===== src/rtl/vote_collector.sv =====
// Ballot initiator for a small majority-vote scheme: requests a vote from every voter,
// collects req/ack answers until all respond or the timer expires, then publishes a held tally.
module vote_collector #(
    parameter int N_VOTERS  = 4,
    parameter int THRESHOLD = 3,
    parameter int TIMEOUT   = 16
) (
    input  logic                             clk,
    input  logic                             rst,
    input  logic                             start,
    output logic [N_VOTERS-1:0]              req,
    input  logic [N_VOTERS-1:0]              ack,
    input  logic [N_VOTERS-1:0]              vote,
    output logic                             busy,
    output logic                             done,
    output logic                             pass,
    output logic [$clog2(N_VOTERS+1)-1:0]    yes_count,
    output logic [N_VOTERS-1:0]              ack_mask,
    output logic                             timed_out
);

    localparam int CW = $clog2(N_VOTERS + 1);
    localparam int TW = $clog2(TIMEOUT);
    localparam logic [TW-1:0] TIMER_LAST = TW'(TIMEOUT - 1);
    localparam logic [CW-1:0] PASS_MIN   = CW'(THRESHOLD);

    typedef enum logic [1:0] {
        IDLE,
        COLLECT,
        DECIDE
    } state_t;

    state_t              state_q, state_d;
    logic [N_VOTERS-1:0] req_q, req_d;
    logic [N_VOTERS-1:0] votes_q, votes_d;
    logic [N_VOTERS-1:0] got_q, got_d;
    logic [N_VOTERS-1:0] mask_q, mask_d;
    logic [TW-1:0]       timer_q, timer_d;
    logic [CW-1:0]       yes_q, yes_d;
    logic                done_q, done_d;
    logic                pass_q, pass_d;
    logic                to_q, to_d;
    logic [N_VOTERS-1:0] hit;

    function automatic logic [CW-1:0] popcount(input logic [N_VOTERS-1:0] v);
        logic [CW-1:0] n;
        n = '0;
        for (int i = 0; i < N_VOTERS; i++) begin
            n = n + CW'(v[i]);
        end
        return n;
    endfunction

    // Only acks answering an outstanding request count, so duplicates and strays are dropped.
    assign hit = req_q & ack;

    always_comb begin
        state_d = state_q;
        req_d   = req_q;
        votes_d = votes_q;
        got_d   = got_q;
        mask_d  = mask_q;
        timer_d = timer_q;
        yes_d   = yes_q;
        pass_d  = pass_q;
        to_d    = to_q;
        done_d  = 1'b0;

        case (state_q)
            IDLE: begin
                if (start) begin
                    state_d = COLLECT;
                    req_d   = '1;
                    timer_d = '0;
                    votes_d = '0;
                    got_d   = '0;
                end
            end
            COLLECT: begin
                votes_d = votes_q | (hit & vote);
                got_d   = got_q | hit;
                req_d   = req_q & ~hit;
                if (timer_q != TIMER_LAST) begin
                    timer_d = timer_q + 1'b1;
                end
                if ((&got_d) || (timer_q == TIMER_LAST)) begin
                    state_d = DECIDE;
                end
            end
            DECIDE: begin
                yes_d   = popcount(votes_q & got_q);
                pass_d  = (yes_d >= PASS_MIN);
                mask_d  = got_q;
                to_d    = ~(&got_q);
                done_d  = 1'b1;
                req_d   = '0;
                state_d = IDLE;
            end
            default: begin
                state_d = IDLE;
                req_d   = '0;
            end
        endcase
    end

    // Results live in separate registers so a new ballot leaves the previous outcome visible.
    always_ff @(posedge clk or posedge rst) begin
        if (rst) begin
            state_q <= IDLE;
            req_q   <= '0;
            votes_q <= '0;
            got_q   <= '0;
            mask_q  <= '0;
            timer_q <= '0;
            yes_q   <= '0;
            done_q  <= 1'b0;
            pass_q  <= 1'b0;
            to_q    <= 1'b0;
        end else begin
            state_q <= state_d;
            req_q   <= req_d;
            votes_q <= votes_d;
            got_q   <= got_d;
            mask_q  <= mask_d;
            timer_q <= timer_d;
            yes_q   <= yes_d;
            done_q  <= done_d;
            pass_q  <= pass_d;
            to_q    <= to_d;
        end
    end

    assign req       = req_q;
    assign busy      = (state_q != IDLE);
    assign done      = done_q;
    assign pass      = pass_q;
    assign yes_count = yes_q;
    assign ack_mask  = mask_q;
    assign timed_out = to_q;

endmodule


===== config.mk =====
export PLATFORM = sky130hd
export DESIGN_NAME = vote_collector
export DESIGN_NICKNAME = d
export VERILOG_FILES = /design/src/rtl/vote_collector.sv
export SDC_FILE = /design/constraint.sdc
export NUM_CORES = 1
export LEC_CHECK = 0
export BUFFER_PORTS_ARGS = -buffer_cell sky130_fd_sc_hd__buf_2
export CELL_PAD_IN_SITES_DETAIL_PLACEMENT = 0
export CELL_PAD_IN_SITES_GLOBAL_PLACEMENT = 1
export CORE_ASPECT_RATIO = 1.5
export CORE_MARGIN = 2
export CORE_UTILIZATION = 35
export DETAILED_ROUTE_END_ITERATION = 8
export PLACE_DENSITY_LB_ADDON = 0.05
export RECOVER_POWER = 100
export SLEW_MARGIN = 20
export SYNTH_ARGS = -nofsm -noshare
export SYNTH_HDL_FRONTEND = slang
export SYNTH_SLANG_ARGS = --single-unit

===== constraint.sdc =====
create_clock -name clk -period 1.8 [get_ports clk]
set_input_delay 0.09 -clock clk [delete_from_list [all_inputs] [get_ports clk]]
set_output_delay 0.09 -clock clk [all_outputs]
set_load 0.02 [all_outputs]

==> flow_metrics.env, run 1 <==
export IMPL_status="finished, final reports clean"
export IMPL_clockBufferDepth=2
export IMPL_ys_seq_area_share_pct=54.7
export IMPL_syn_cell_area_um2=1280
export IMPL_drive_gt1_share_pct=24.5
export IMPL_wl_per_cell_um=14.0
export IMPL_rsz0062_at_grt="yes"
export IMPL_core_area_um2=3450
export IMPL_grt_pass1_wl_mm=4.60
export IMPL_die_h_um=78.1
export IMPL_crit_type="flip-flop to flip-flop"
export IMPL_cts_root_buf="clkbuf_8"
export IMPL_ys_warn_count=0
export IMPL_drt_iter0_drc=27
export IMPL_finalHoldViolCount=0
export IMPL_dieArea_um2=4170
export IMPL_power_density_nw_per_um2=1690
export IMPL_hold_ws_ns=0.0708
export IMPL_grt_overflow_total=0
export IMPL_setup_viol=0
export IMPL_finalNetCount=171
export IMPL_layout_common_cells="28 x dfrtp_1, 16 x clkbuf_1, 12 x a21oi_1"
export IMPL_final_period_utilization_pct=99.0
export IMPL_antenna_found_initial=0
export IMPL_ir_worst_vdd_mv=0.626
export IMPL_p_sw_share_pct=40.1
export IMPL_cp_arrival_ns=1.94
export IMPL_critPathMaxFanout=2
export IMPL_cts_htree_levels=1
export IMPL_synth_seq_cells=28
export IMPL_grt_pass1_vias=1033
export IMPL_start_util_pct=37.1
export IMPL_antennaDiodeCount=0
export IMPL_crit_slowest_cell="fa_1"
export IMPL_place_port_buffers=25
export IMPL_crit_chain="nand2_2 > fa_1 > inv_1 > ha_2 > ha_4 > mux2_4"
export IMPL_slew_violations=0
export IMPL_fmax_mhz=561
export IMPL_slew_headroom_pct=52.7
export IMPL_critPathLaunchType="flip-flop"
export IMPL_worst_pin_slew_ns=0.710
export IMPL_dr_wl_met3_um=98
export IMPL_wl_met1_mm=1.11
export IMPL_ant_nets=0
export IMPL_clkLatencyLatePin_ns=0.27
export IMPL_post_route_drc_count=0
export IMPL_final_common_cell="dfrtp_1"
export IMPL_path_delay_family="adder cells"
export IMPL_power_frac_seq_pct=41.5
export IMPL_drt_vias_per_instance=5.11
export IMPL_synth_cell_types=32
export IMPL_pwr_share_clk_pct=14.4
export IMPL_multi_input_area_um2=572
export IMPL_gp_congestion=0.833
export IMPL_ff_latch_area_um2=701
export IMPL_final_util_pct=45.8
export IMPL_critPathBufInv=1
export IMPL_syn_instance_count=119
export IMPL_vias=1007
export IMPL_place_hpwl_mm=2.09
export IMPL_syn2layout_area_growth_pct=23.5
export IMPL_grt_start_max_net_pins=29
export IMPL_end_kind="flip-flop"
export IMPL_syn_num_nets=134
export IMPL_cts_sinks=28
export IMPL_power_switching_uw=1070
export IMPL_cts_tree="done"
export IMPL_slowest_delay_ns=0.53
export IMPL_avgSynthCellArea_um2=10.8
export IMPL_drv_cap=0
export IMPL_cp_required_ns=1.96
export IMPL_combPwrFrac_pct=44.1
export IMPL_period_minus_slack_ns=1.78
export IMPL_fin_skew_ns=0.00495
export IMPL_numCtsBuffers=3
export IMPL_grt_usage_pct=14.8
export IMPL_die_width_um=53.4
export IMPL_drt_pass1_iter_count=4
export IMPL_wl_mm=2.76
export IMPL_rows=26
export IMPL_io_pins=26
export IMPL_p_leak_uw=0.000759
export IMPL_highest_layer="met4"
export IMPL_p_int_uw=1600
export IMPL_clk_pin_slew_ns=0.09
export IMPL_fill_cells=385
export IMPL_worstHoldPathType="primary input to flip-flop"
export IMPL_wl_met2_mm=1.53
==> Yosys cell counts <==
| cell type | n | area share, % |
|---|---|---|
| nand2b_1 | 4 | 2.0 |
| and2_1 | 1 | 0.49 |
| or4_4 | 1 | 0.88 |
| or3b_2 | 1 | 0.68 |
| o221ai_1 | 1 | 0.68 |
| a31oi_1 | 2 | 0.98 |
| nand3_1 | 4 | 1.6 |
| a21oi_2 | 1 | 0.68 |
| inv_1 | 4 | 1.2 |
| nor2_1 | 9 | 2.6 |
| buf_2 | 1 | 0.39 |
| nand2_1 | 13 | 3.8 |
| and3b_1 | 2 | 1.4 |
| clkbuf_1 | 3 | 0.88 |
| mux2_2 | 7 | 6.2 |
| nor3_1 | 1 | 0.39 |
| o21ai_0 | 3 | 1.2 |
| or2b_1 | 1 | 0.59 |
| a21oi_1 | 13 | 5.1 |
| ha_1 | 3 | 2.9 |
| nor2b_1 | 2 | 0.98 |
| o211ai_1 | 1 | 0.59 |
| o21bai_1 | 2 | 1.2 |
| o31ai_1 | 1 | 0.59 |
| mux2i_1 | 2 | 1.6 |
| or2_2 | 1 | 0.49 |
| fa_1 | 1 | 1.6 |
| and3_1 | 1 | 0.49 |
| a41oi_1 | 3 | 2.1 |
| a31o_1 | 1 | 0.68 |
| dfrtp_1 | 28 | 55 |
| a21o_1 | 1 | 0.59 |
==> cell type report <==
cell class	count	share of cell area (%)
Clock buffer	4	3.48
Inverter	4	0.950
Multi-Input combinational cell	83	36.2
Sequential cell	28	44.3
Tap cell	42	3.33
Timing Repair Buffer	36	11.7
==> per-stage QoR <==
step	setup slack, ns	area (um2)	cells	total power [uW]	setup TNS (ns)
after floorplan	-0.00820	1300	119	1880	-0.00820
after global placement	0.0380	1530	191	2310	0
after detailed placement	-0.00570	1530	191	2340	-0.00570
after CTS	0.00492	1600	196	2740	0
after global routing	-0.0330	1580	197	2910	-0.0330
final	0.0181	1580	197	2670	0
==> repair_timing <==
action,in CTS,in global routing
hold buffers,1,0
pin swaps,4,3
hold endpoints to repair,28,0
setup endpoints to repair,1,2
gates cloned,0,0
setup buffers,0,1
gates resized for setup,1,3
==> routing by layer <==
layer | up-vias | global-route usage (%)
met5 | - | 0
met4 | 0 | 5.38
met3 | 2 | 2.09
met2 | 17 | 26.0
met1 | 497 | 17.6
li1 | 491 | -
==> flip-flops by register name, summed over array words and instances (netlist names) <==
signal,count
pass,1
ack_mask,4
req,4
timed_out,1
got_q,4
timer_q,4
votes_q,4
yes_count,3
state_q,2
done,1
==> kinds of logic (layout without fill, tap and decap cells) <==
| family | count (synthesis) | after routing | share of synthesized area (%) |
|---|---|---|---|
| flops | 28 | 28 | 54.7 |
| buf+inv | 8 | 44 | 2.44 |
| compound gates | 29 | 29 | 14.3 |
| fa+ha+maj | 4 | 4 | 4.50 |
| simple gates | 41 | 41 | 16.3 |
| mux | 9 | 9 | 7.72 |
==> path summary, 6_finish.rpt <==
check / slack (ns) / endpoint / startpoint / depth (start not counted)
min reg2reg: 0.49 / timed_out / timed_out / 1
min in group asynchronous: 0.55 / done / rst / 4
min: 0.07 / votes_q[0] / vote[0] / 3
max in group asynchronous: 0.79 / timer_q[1] / rst / 4
max reg2reg: 0.02 / yes_count[1] / votes_q[0] / 6
max: 0.02 / yes_count[1] / votes_q[0] / 6
==> power groups by stage <==
stage                     clock network, uW  logic, uW  registers [uW]
after floorplan                           0        647            1230
after global placement                    0       1210            1100
after detailed placement                  0       1220            1110
after CTS                               407       1230            1100
after global routing                    429       1330            1150
final                                   385       1180            1110
==> tightest hold or removal path, cell delays in order <==
cell and delay, ns:
buf_2 0.07, a21oi_1 0.05, nor2_1 0.09
Note: power is estimated with default switching activity, not from simulation.
==> inputs of run 2 (changes only) <==
--- a/config.mk
+++ b/config.mk
@@ -6,14 +6,13 @@
 export NUM_CORES = 1
 export LEC_CHECK = 0
 export BUFFER_PORTS_ARGS = -buffer_cell sky130_fd_sc_hd__buf_2
-export CELL_PAD_IN_SITES_DETAIL_PLACEMENT = 0
-export CELL_PAD_IN_SITES_GLOBAL_PLACEMENT = 1
 export CORE_ASPECT_RATIO = 1.5
 export CORE_MARGIN = 2
 export CORE_UTILIZATION = 35
 export DETAILED_ROUTE_END_ITERATION = 8
 export PLACE_DENSITY_LB_ADDON = 0.05
 export RECOVER_POWER = 100
+export SETUP_SLACK_MARGIN = 0.1
 export SLEW_MARGIN = 20
 export SYNTH_ARGS = -nofsm -noshare
 export SYNTH_HDL_FRONTEND = slang
==> run 2 against run 1 <==
Compared with the run above:
- utilization rose by 0.22 points
- highest routed layer unchanged
- die area did not move
- critical path type unchanged
- sequential share of layout area fell by 0.21 points
- register-to-register slack barely moved
- worst setup slack improved by 0.0091 ns
==> flow_metrics.env, run 2 (synthesized netlist as in run 1, its figures left out) <==
export IMPL_status="finished, final reports clean"
export IMPL_min_path_cells=3
export IMPL_path_common_cell="ha_4"
export IMPL_crit_slowest_cell="fa_1"
export IMPL_period_minus_slack_ns=1.77
export IMPL_fmax_mhz=564
export IMPL_p_total_uw=2670
export IMPL_cts_tree="done"
export IMPL_grt_use_met3_pct=1.90
export IMPL_worstHoldPathType="primary input to flip-flop"
export IMPL_cp_required_ns=1.96
export IMPL_grt_overflow_total=0
export IMPL_drt_pass1_iter_count=4
export IMPL_final_common_cell="dfrtp_1"
export IMPL_grt_usage_pct=15.2
export IMPL_grt_pass1_wl_mm=4.71
export IMPL_post_route_drc_count=0
export IMPL_final_util_pct=46.0
export IMPL_ff2ff_path_depth=6
export IMPL_gp_congestion=0.744
export IMPL_crit_type="flip-flop to flip-flop"
export IMPL_ant_nets=0
export IMPL_die_h_um=78.1
export IMPL_fin_skew_ns=0.00409
export IMPL_busiest_layer="met2"
export IMPL_path_delay_family="adder cells"
export IMPL_start_util_pct=37.1
export IMPL_cp_arrival_ns=1.93
export IMPL_critPathLaunchType="flip-flop"
export IMPL_grt_start_max_net_pins=29
export IMPL_drt_iter0_drc=22
export IMPL_finalNetCount=172
export IMPL_core_area_um2=3450
export IMPL_antennaDiodeCount=0
export IMPL_ir_worst_vdd_mv=0.731
export IMPL_slowest_delay_ns=0.55
export IMPL_ff2ff_setup_slack_ns=0.03
export IMPL_clkLatencyLatePin_ns=0.27
export IMPL_cts_root_buf="clkbuf_8"
export IMPL_rr_startpoint="votes_q[1]"
export IMPL_critPathBufInv=1
export IMPL_ff_latch_area_um2=701
export IMPL_slew_headroom_pct=53.1
export IMPL_multi_input_area_um2=586
export IMPL_vias=986
export IMPL_syn2layout_area_growth_pct=24.0
export IMPL_end_kind="flip-flop"
export IMPL_critPathMaxFanout=2
export IMPL_cts_sinks=28
export IMPL_wl_per_cell_um=14.2
export IMPL_rsz0062_at_grt="yes"
export IMPL_rr_endpoint="yes_count[1]"
export IMPL_finalHoldViolCount=0
export IMPL_slew_violations=0
export IMPL_min_to="votes_q[0]"
export IMPL_p_leak_uw=0.000758
export IMPL_drv_cap=0
export IMPL_place_hpwl_mm=2.10
export IMPL_drive_gt1_share_pct=25.2
export IMPL_place_port_buffers=25
export IMPL_crit_chain="nand2_2 > fa_1 > inv_2 > ha_4 > ha_4 > mux2_4"
export IMPL_die_width_um=53.4
export IMPL_power_density_nw_per_um2=1680
export IMPL_clk_pin_slew_ns=0.09
export IMPL_io_pins=26
export IMPL_grt_use_met2_pct=25.4
export IMPL_dieArea_um2=4170
export IMPL_grtUsageMet1_pct=19.0
export IMPL_hold_start="vote[0]"
export IMPL_worst_pin_slew_ns=0.703
export IMPL_fill_cells=358
export IMPL_rows=26
export IMPL_layout_common_cells="28 x dfrtp_1, 16 x clkbuf_1, 12 x a21oi_1"
export IMPL_wl_mm=2.79
export IMPL_drt_vias_per_instance=5.01
export IMPL_grt_pass1_vias=986
export IMPL_setup_viol=0
export IMPL_final_period_utilization_pct=98.5
export IMPL_cts_htree_levels=1
export IMPL_antenna_found_initial=0
export IMPL_clockBufferDepth=2
export IMPL_numCtsBuffers=3
export IMPL_hold_ws_ns=0.0818
[run 2: changes by cell type in the layout (fill, tap and decap cells not counted), sizes merged]
cell and delta:
buf +1, clkbuf -1
[run 2: worst max-delay path by stage]
stage              endpoint  cells after the start  slack (ns)        from
2_1_floorplan  yes_count[1]                      6      -0.008    got_q[0]
3_3_place_gp   yes_count[1]                      6        0.04  votes_q[0]
3_5_place_dp   yes_count[1]                      6        0.01  votes_q[0]
5_1_grt        yes_count[1]                      6       -0.02  votes_q[1]
4_1_cts        yes_count[1]                      6        0.02  votes_q[1]
6_report       yes_count[1]                      6        0.03  votes_q[1]
[run 2: metal layers]
metal / up-vias / part of all wire, %
met2: 16 / 54
met3: 4 / 2.8
met5: - / 0
met4: 0 / 1.0
met1: 476 / 42
li1: 490 / -
[run 2: cell type report]
class / count / area share (%)
inverters: 4 / 0.946
multi-input cells: 83 / 36.9
clock buffers: 3 / 2.60
flip-flops and latches: 28 / 44.1
repair buffers: 37 / 12.1
well taps: 42 / 3.31
[run 2: worst min-delay path: stages]
cell	delay, ns
buf_2	0.08
a21oi_1	0.05
nor2_1	0.10
[run 2: timing repair]
| action | in CTS | in global routing |
|---|---|---|
| endpoints found under the hold margin | 28 | 0 |
| gates resized for setup | 2 | 3 |
| hold buffers | 1 | 0 |
| pin swaps | 4 | 0 |
| buffers inserted | 1 | 1 |
| setup endpoints to repair | 3 | 4 |
[run 2: metrics by stage]
step                cells   TNS, ns  cell area, um2  worst slack (ns)
finish                197         0            1590            0.0272
global route          197   -0.0242            1590           -0.0193
CTS                   196         0            1600            0.0248
detailed placement    191         0            1530            0.0119
global placement      191         0            1530            0.0358
floorplan             119  -0.00819            1300          -0.00819
[run 2: where the power goes]
group          total (uW)  switching (uW)  internal [uW]
clock network         335             185            150
registers            1110             219            889
logic                1230             682            544
total                2670            1090           1580
